## config.mk

```make
export PLATFORM = sky130hd
export DESIGN_NAME = px_osc_counter_array
export DESIGN_NICKNAME = d
export VERILOG_FILES = /design/src/rtl/px_osc_counter_array.sv
export SDC_FILE = /design/constraint.sdc
export NUM_CORES = 1
export LEC_CHECK = 0
export BUFFER_PORTS_ARGS = -buffer_cell sky130_fd_sc_hd__buf_2
export CORE_MARGIN = 8
export CORE_UTILIZATION = 45
export CTS_CLUSTER_DIAMETER = 150
export CTS_CLUSTER_SIZE = 20
export DETAILED_ROUTE_END_ITERATION = 12
export GPL_TIMING_DRIVEN = 1
export PLACE_DENSITY_LB_ADDON = 0.1
export SKIP_LAST_GASP = 1
export SLEW_MARGIN = 30
export SYNTH_ARGS = -nofsm -noshare
export SYNTH_HDL_FRONTEND = slang
export SYNTH_SLANG_ARGS = --single-unit
```

## constraint.sdc

```tcl
create_clock -name clk -period 25.5 [get_ports clk]
set_clock_uncertainty 0.05 [all_clocks]
set_input_delay 7.65 -clock clk [delete_from_list [all_inputs] [get_ports clk]]
set_output_delay 7.65 -clock clk [all_outputs]
set_load 0.01 [all_outputs]
```

## src/rtl/px_osc_counter_array.sv

```systemverilog
// Pixel-oscillator frequency counter: enables masked oscillators, counts synchronised
// rising edges of each channel over a gate window, and latches results for readout.
module px_osc_counter_array #(
    parameter int NUM_PX     = 16,
    parameter int CNT_W      = 16,
    parameter int GATE_W     = 20,
    parameter int SETTLE_CYC = 64,
    parameter int ADDR_W     = 4
) (
    input  logic              clk,
    input  logic              rst,
    input  logic [NUM_PX-1:0] clk_px,
    input  logic              start,
    input  logic              abort,
    input  logic              cont,
    input  logic [NUM_PX-1:0] ch_mask,
    input  logic [GATE_W-1:0] gate_len,
    input  logic [ADDR_W-1:0] rd_addr,
    output logic [NUM_PX-1:0] osc_en,
    output logic              busy,
    output logic              drdy,
    output logic [CNT_W-1:0]  rd_data,
    output logic [NUM_PX-1:0] ovf,
    output logic [7:0]        win_cnt
);

    localparam int SET_W = (SETTLE_CYC > 1) ? $clog2(SETTLE_CYC) : 1;

    typedef enum logic [1:0] {
        S_IDLE,
        S_SETTLE,
        S_COUNT,
        S_LATCH
    } state_t;

    state_t state, state_nxt;

    logic [NUM_PX-1:0] sync0, sync1, sync2, px_edge;
    logic              accept;
    logic [NUM_PX-1:0] mask_q;
    logic [GATE_W-1:0] gate_len_q, gate_cnt;
    logic              cont_q;
    logic [SET_W-1:0]  set_cnt;
    logic [CNT_W-1:0]  live [NUM_PX];
    logic [NUM_PX-1:0] live_ovf;
    logic [CNT_W-1:0]  res  [NUM_PX];
    logic [CNT_W-1:0]  rd_mux;

    assign px_edge = sync1 & ~sync2;
    assign busy    = (state != S_IDLE);

    always_ff @(posedge clk) begin
        if (rst) begin
            sync0 <= '0;
            sync1 <= '0;
            sync2 <= '0;
        end else begin
            sync0 <= clk_px;
            sync1 <= sync0;
            sync2 <= sync1;
        end
    end

    always_ff @(posedge clk) begin
        if (rst) state <= S_IDLE;
        else     state <= state_nxt;
    end

    always_comb begin
        state_nxt = state;
        accept    = 1'b0;
        case (state)
            S_IDLE: begin
                if (start && !abort && (gate_len != '0)) begin
                    accept    = 1'b1;
                    state_nxt = S_SETTLE;
                end
            end
            S_SETTLE: begin
                if (abort)               state_nxt = S_IDLE;
                else if (set_cnt == '0)  state_nxt = S_COUNT;
            end
            S_COUNT: begin
                if (abort)                           state_nxt = S_IDLE;
                else if (gate_cnt == GATE_W'(1))     state_nxt = S_LATCH;
            end
            S_LATCH: begin
                // latch always completes; abort only blocks the continuous restart
                if (cont_q && cont && !abort) state_nxt = S_COUNT;
                else                          state_nxt = S_IDLE;
            end
            default: state_nxt = S_IDLE;
        endcase
    end

    always_ff @(posedge clk) begin
        if (rst) begin
            mask_q     <= '0;
            gate_len_q <= '0;
            cont_q     <= 1'b0;
            set_cnt    <= '0;
            gate_cnt   <= '0;
            osc_en     <= '0;
        end else begin
            if (accept) begin
                mask_q     <= ch_mask;
                gate_len_q <= gate_len;
                cont_q     <= cont;
                set_cnt    <= SET_W'(SETTLE_CYC - 1);
            end else if (state == S_SETTLE && set_cnt != '0) begin
                set_cnt <= set_cnt - SET_W'(1);
            end
            // reload outside COUNT so every window (incl. continuous restarts) starts full
            if (state == S_COUNT) gate_cnt <= gate_cnt - GATE_W'(1);
            else                  gate_cnt <= gate_len_q;
            if (state_nxt == S_IDLE) osc_en <= '0;
            else if (accept)         osc_en <= ch_mask;
            else                     osc_en <= mask_q;
        end
    end

    // live counters only exist inside COUNT; any other state drops them
    always_ff @(posedge clk) begin
        if (rst) begin
            live_ovf <= '0;
            for (int unsigned i = 0; i < NUM_PX; i++) live[i] <= '0;
        end else if (state != S_COUNT) begin
            live_ovf <= '0;
            for (int unsigned i = 0; i < NUM_PX; i++) live[i] <= '0;
        end else begin
            for (int unsigned i = 0; i < NUM_PX; i++) begin
                if (mask_q[i] && px_edge[i]) begin
                    if (live[i] == '1) live_ovf[i] <= 1'b1;
                    else               live[i]     <= live[i] + CNT_W'(1);
                end
            end
        end
    end

    always_ff @(posedge clk) begin
        if (rst) begin
            ovf     <= '0;
            drdy    <= 1'b0;
            win_cnt <= '0;
            for (int unsigned i = 0; i < NUM_PX; i++) res[i] <= '0;
        end else if (state == S_LATCH) begin
            ovf     <= live_ovf;
            drdy    <= 1'b1;
            win_cnt <= win_cnt + 8'd1;
            for (int unsigned i = 0; i < NUM_PX; i++) res[i] <= live[i];
        end else if (accept) begin
            drdy <= 1'b0;
        end
    end

    always_comb begin
        rd_mux = '0;
        for (int unsigned i = 0; i < NUM_PX; i++) begin
            if (rd_addr == ADDR_W'(i)) rd_mux = res[i];
        end
    end

    always_ff @(posedge clk) begin
        if (rst) rd_data <= '0;
        else     rd_data <= rd_mux;
    end

endmodule

```

Word-level counts from Yosys, hierarchy flattened
Memory sizes are Yosys's and may differ from the RTL's.
Cells that the tools add are included.
- output and inout port bits: 58
- word-level logic and storage cells: 353
- RAM bits: 512
- memories kept: 2
- register bits: 186
- bits of input ports: 61
- memories (name ; words ; bits a word ; read ports ; clocked after Yosys merged registers in ; write ports ; RTL line ; source):
    live ; 16 ; 16 ; 16 ; 0 ; 16 ; 44 ; logic [CNT_W-1:0] live [NUM_PX];
    res ; 16 ; 16 ; 16 ; 0 ; 16 ; 46 ; logic [CNT_W-1:0] res [NUM_PX];
- bitwise logic cells: 50
- add/sub/neg operators: 19
- reductions and logical operators: 49
- multiplexer cells: 167
- equality and inequality tests: 36
- operators by type and width (cell ; number):
    $mux 16 ; 65
    $add 16x1->16 const B ; 16
    $eq 16x16->1 const B ; 16
    $mux 1 ; 92
    $or 1x1->1 ; 48
    $eq 4x4->1 const B ; 8
    $reduce_and 2->1 ; 16
    $logic_and 1x1->1 ; 21
    $eq 20x1->1 const B ; 1
    $mux 20 ; 1
    $reduce_bool 20->1 ; 1
    $sub 20x1->20 const B ; 1
    $and 16x16->16 ; 1
    $eq 4x3->1 const B ; 4
    $not 16->16 ; 1
    $mux 2 ; 6
    $mux 6 ; 2
    $add 8x1->8 const B ; 1
    $eq 4x2->1 const B ; 2
    $pmux 2 s4 ; 1
    $logic_not 6->1 ; 1
    $reduce_bool 2->1 ; 3
    $reduce_bool 6->1 ; 1
    $sub 6x1->6 const B ; 1
    8 further kinds ; 11

Depth between registers and ports, before layout
- depth in word-level cells: 17
- mapped depth: 9
- gate-level depth less buffers: 7

Least setup slack after synthesis
OpenSTA, ideal clock, no wires.
- kind: input to register
- from: in rst
- to: mem res[0][0] (enable)
- path buffers: 2
- data arrival time: 12.318 ns
- library setup time: 1.956 ns
- data required time: 23.494 ns
- path slack: 11.176 ns
- stages: 4
- cell sequence: buf_2 -> inv_2 -> clkbuf_1 -> nand2_1
- RTL lines (element ; RTL line ; source):
    start: declaration ; 11 ; input logic rst,
    end: declaration ; 46 ;

==> results by group <==
Outcome
  • Outcome: completed

Worst setup path
  • Crit start category: input pin
  • Crit-path slowest cell: nor2_4
  • Crit. End Element: flip-flop
  • Worst reg2reg path depth: 6
  • CP Buf/Inv Count: 2
  • CP required: 25,690 ps
  • Worst EP arrival: 10,470 ps
  • WP depth: 6
  • Max incr delay on CP: 660 ps
  • Worst path top cell family by delay: simple AND/OR/NAND/NOR gates
  • Setup crit end: live[1][11]$_SDFFCE_PN0P_
  • Worst reg2reg startpoint: state[1]$_SDFF_PP0_
  • Critical Path, Cell by Cell: clkbuf_8 -> nor2_4 -> buf_4 -> nand4b_1 -> nand2b_1 -> nand2_1
  • CP max FO: 80
  • Kind of critical path: in2reg
  • R2R Setup Slk: 22,170 ps
  • Crit. Startpoint: rst
  • Reg2reg end: live[1][11]$_SDFFCE_PN0P_

Timing
  • Final WS setup: 15,220 ps
  • Least-Margin Pin Slew: 856.5 ps
  • Relative slew slack: 0.4290
  • Period utilization: 0.4032
  • Worst hold slack: 382.9 ps
  • Endpoints failing setup: 0
  • Count of final max-slew check failures: 0
  • Hold Fails Final Rpt: 0
  • Minimum clock period: 10,280 ps
  • Fmax: 97.26 MHz
  • Final setup TNS: 0 ps
  • RSZ-0062 raised after global routing: false

Yosys
  • Mean cell area of the mapped netlist: 11.49 µm²
  • Asr flop ratio synth: 0
  • Ys flop type: edfxtp_1
  • Cells after synthesis: 2,741
  • Mapped cell area: 31,500 µm²
  • Number of synthesized flops with an enable pin: 496
  • Syn nets: 2,823
  • FF+latch count, synth: 698
  • Warnings from Yosys: 0
  • Yosys cell types: 88
  • Seq/Total Area, Yosys: 0.6012

Route
  • Vias per cell: 5.545
  • Final wirelength: 80.15 mm
  • Routed vias: 20,760
  • Post-route ant nets: 0
  • Detailed-route DRC error count: 0
  • Wire length per cell: 21.41 µm
  • DRT Pass-1 Iters: 5
  • Starting DRT DRC Count: 1,785

Global routing
  • GRT overflow: 0
  • First-pass GRT wire length: 123.7 mm
  • Total GRT Usage: 0.2002
  • Vias in the first global route: 20,330
  • Largest net degree at the start of global routing: 180
  • Antenna violations before repair: 0

Clock tree
  • Max Root-Sink Buffers: 3
  • CTS Sinks: 698
  • CTS root buffer: clkbuf_16
  • H-Tree Depth: 2
  • Hold buffer count at CTS: 0
  • Cts bufs inserted: 40
  • TritonCTS clock tree: done
  • Post-CTS Repair Setup Buffers: 0
  • Resize count post-CTS: 0
  • Clock Pin Slew Worst Setup and Hold Paths: 90 ps
  • Worst-skew pair later-pin latency: 600 ps

Placed design
  • Placed Cells: 3,670
  • Pre-CTS setup slack: 14,590 ps
  • Placed inst area: 32,760 µm²
  • Dpl hpwl: 56.24 mm
  • PortBufs: 118
  • Placer Congestion: 0.8875

Final layout
  • Final instance area: 33,950 µm²
  • Footprint of the multi-input gates: 11,790 µm²
  • Nets: 2,855
  • Fillers: 6,428
  • Most common cell after layout, fill and taps aside: edfxtp_1
  • Commonest non-fill, non-tap cells in the layout: 496 x edfxtp_1, 395 x nor2_1, 202 x dfxtp_1, 198 x and3_1, 174 x nand2_1
  • Fin cells: 3,743
  • Layout cells sized above 1: 0.08708
  • Reg area: 18,940 µm²
  • Area growth syn-to-layout: 7.770%

Floorplanning
  • Row cnt: 97
  • Core Box Area: 69,660 µm²
  • Die Span Y: 280.6 µm
  • Die ar.: 78,720 µm²
  • DIE WIDTH: 280.6 µm
  • I/O pin count: 119
  • Initial core utilization: 0.4522

Power and ir drop
  • Pleak: 12.68 nW
  • VDD IR-drop max: 0.05360 mV
  • Cell Pwr Density: 60.04 nW/µm²

Hold path
  • Hold Crit Class: reg2reg

Run
  • Max-cap violation count: 0
==> synthesized netlist by cell type, drive strengths merged (7+ instances only) <==
master | instances | share of area
o21ai | 72 | 0.012
and4 | 35 | 0.0097
and2 | 14 | 0.0028
nand2b | 17 | 0.0034
clkbuf | 84 | 0.010
xor2 | 141 | 0.039
a32oi | 8 | 0.0022
or2 | 9 | 0.0018
and3 | 198 | 0.039
nor3 | 35 | 0.0059
nor4 | 13 | 0.0037
inv | 39 | 0.0046
ha | 21 | 0.0083
dfxtp | 202 | 0.13
edfxtp | 496 | 0.47
or3 | 10 | 0.0020
nor3b | 7 | 0.0020
a31oi | 9 | 0.0018
nand4 | 50 | 0.0099
o31ai | 7 | 0.0017
xnor2 | 102 | 0.028
o211ai | 8 | 0.0019
nand2 | 176 | 0.021
nor2 | 396 | 0.047
buf | 59 | 0.011
o22ai | 7 | 0.0014
mux2i | 68 | 0.022
nand3b | 8 | 0.0019
a22oi | 8 | 0.0019
nor2b | 155 | 0.031
mux4 | 20 | 0.014
mux2 | 13 | 0.0046
o221ai | 10 | 0.0028
a21oi | 67 | 0.011
nand3 | 97 | 0.015
==> sequential cells by signal, indices dropped and copies added (netlist names), 20 cells and up <==
signal,flops
live,256
res,256
gate_len_q,20
gate_cnt,20
==> worst min-delay path by stage <==
stage | start | to | cells past startpoint
floorplan | sync0[0]$_SDFF_PP0_ | sync1[0]$_SDFF_PP0_ | 1
global placement | sync0[6]$_SDFF_PP0_ | sync1[6]$_SDFF_PP0_ | 1
detailed placement | sync0[1]$_SDFF_PP0_ | sync1[1]$_SDFF_PP0_ | 1
CTS | sync0[1]$_SDFF_PP0_ | sync1[1]$_SDFF_PP0_ | 1
global route | sync0[1]$_SDFF_PP0_ | sync1[1]$_SDFF_PP0_ | 1
finish | sync0[1]$_SDFF_PP0_ | sync1[1]$_SDFF_PP0_ | 1
==> per-stage QoR <==
stage / utilization / total power (W)
after floorplan: - / 0.001351
after global placement: 0.4702 / 0.001387
after detailed placement: 0.4703 / 0.001389
after CTS: 0.4867 / 0.002057
after global routing: 0.4872 / 0.002107
final: 0.4873 / 0.002038
==> cell type report <==
| cell class | count | share of cell area |
|---|---|---|
| Sequential cell | 698 | 0.5579 |
| Multi-Input combinational cell | 1861 | 0.3472 |
| Tap cell | 940 | 0.03465 |
| Clock buffer | 69 | 0.03299 |
| Timing Repair Buffer | 133 | 0.02208 |
| Inverter | 39 | 0.004386 |
| Clock inverter | 2 | 0.0007372 |
| Antenna cell | 1 | 0.00007372 |
==> routing by layer <==
metal / GRT usage / up-vias / wire length [µm]
li1: - / 9860 / -
met1: 0.2964 / 10260 / 38120
met2: 0.3064 / 543 / 35730
met3: 0.02802 / 95 / 4306
met4: 0.05372 / 0 / 1991
met5: 0 / - / 0
==> logic make-up (layout without fill, tap and decap cells) <==
logic type / count (synthesis) / after routing / synth area share
and+or+nand+nor: 1244 / 1244 / 0.2043
DFF: 698 / 698 / 0.6012
AOI/OAI and AO/OA: 252 / 252 / 0.05204
xor gates and xnor gates: 243 / 243 / 0.06757
buffers and inverters: 182 / 243 / 0.02602
muxes: 101 / 101 / 0.04056
adders and majority gates: 21 / 21 / 0.008342
other: 0 / 1 / 0
==> where the power goes <==
part	switching (W)	internal, W	total (W)
sequential	0.0000194	0.00123	0.00125
combinational	0.0000709	0.0000409	0.000112
clock	0.000372	0.000303	0.000674
total	0.000462	0.00158	0.00204
No activity file was read; power rests on OpenSTA's default activity.
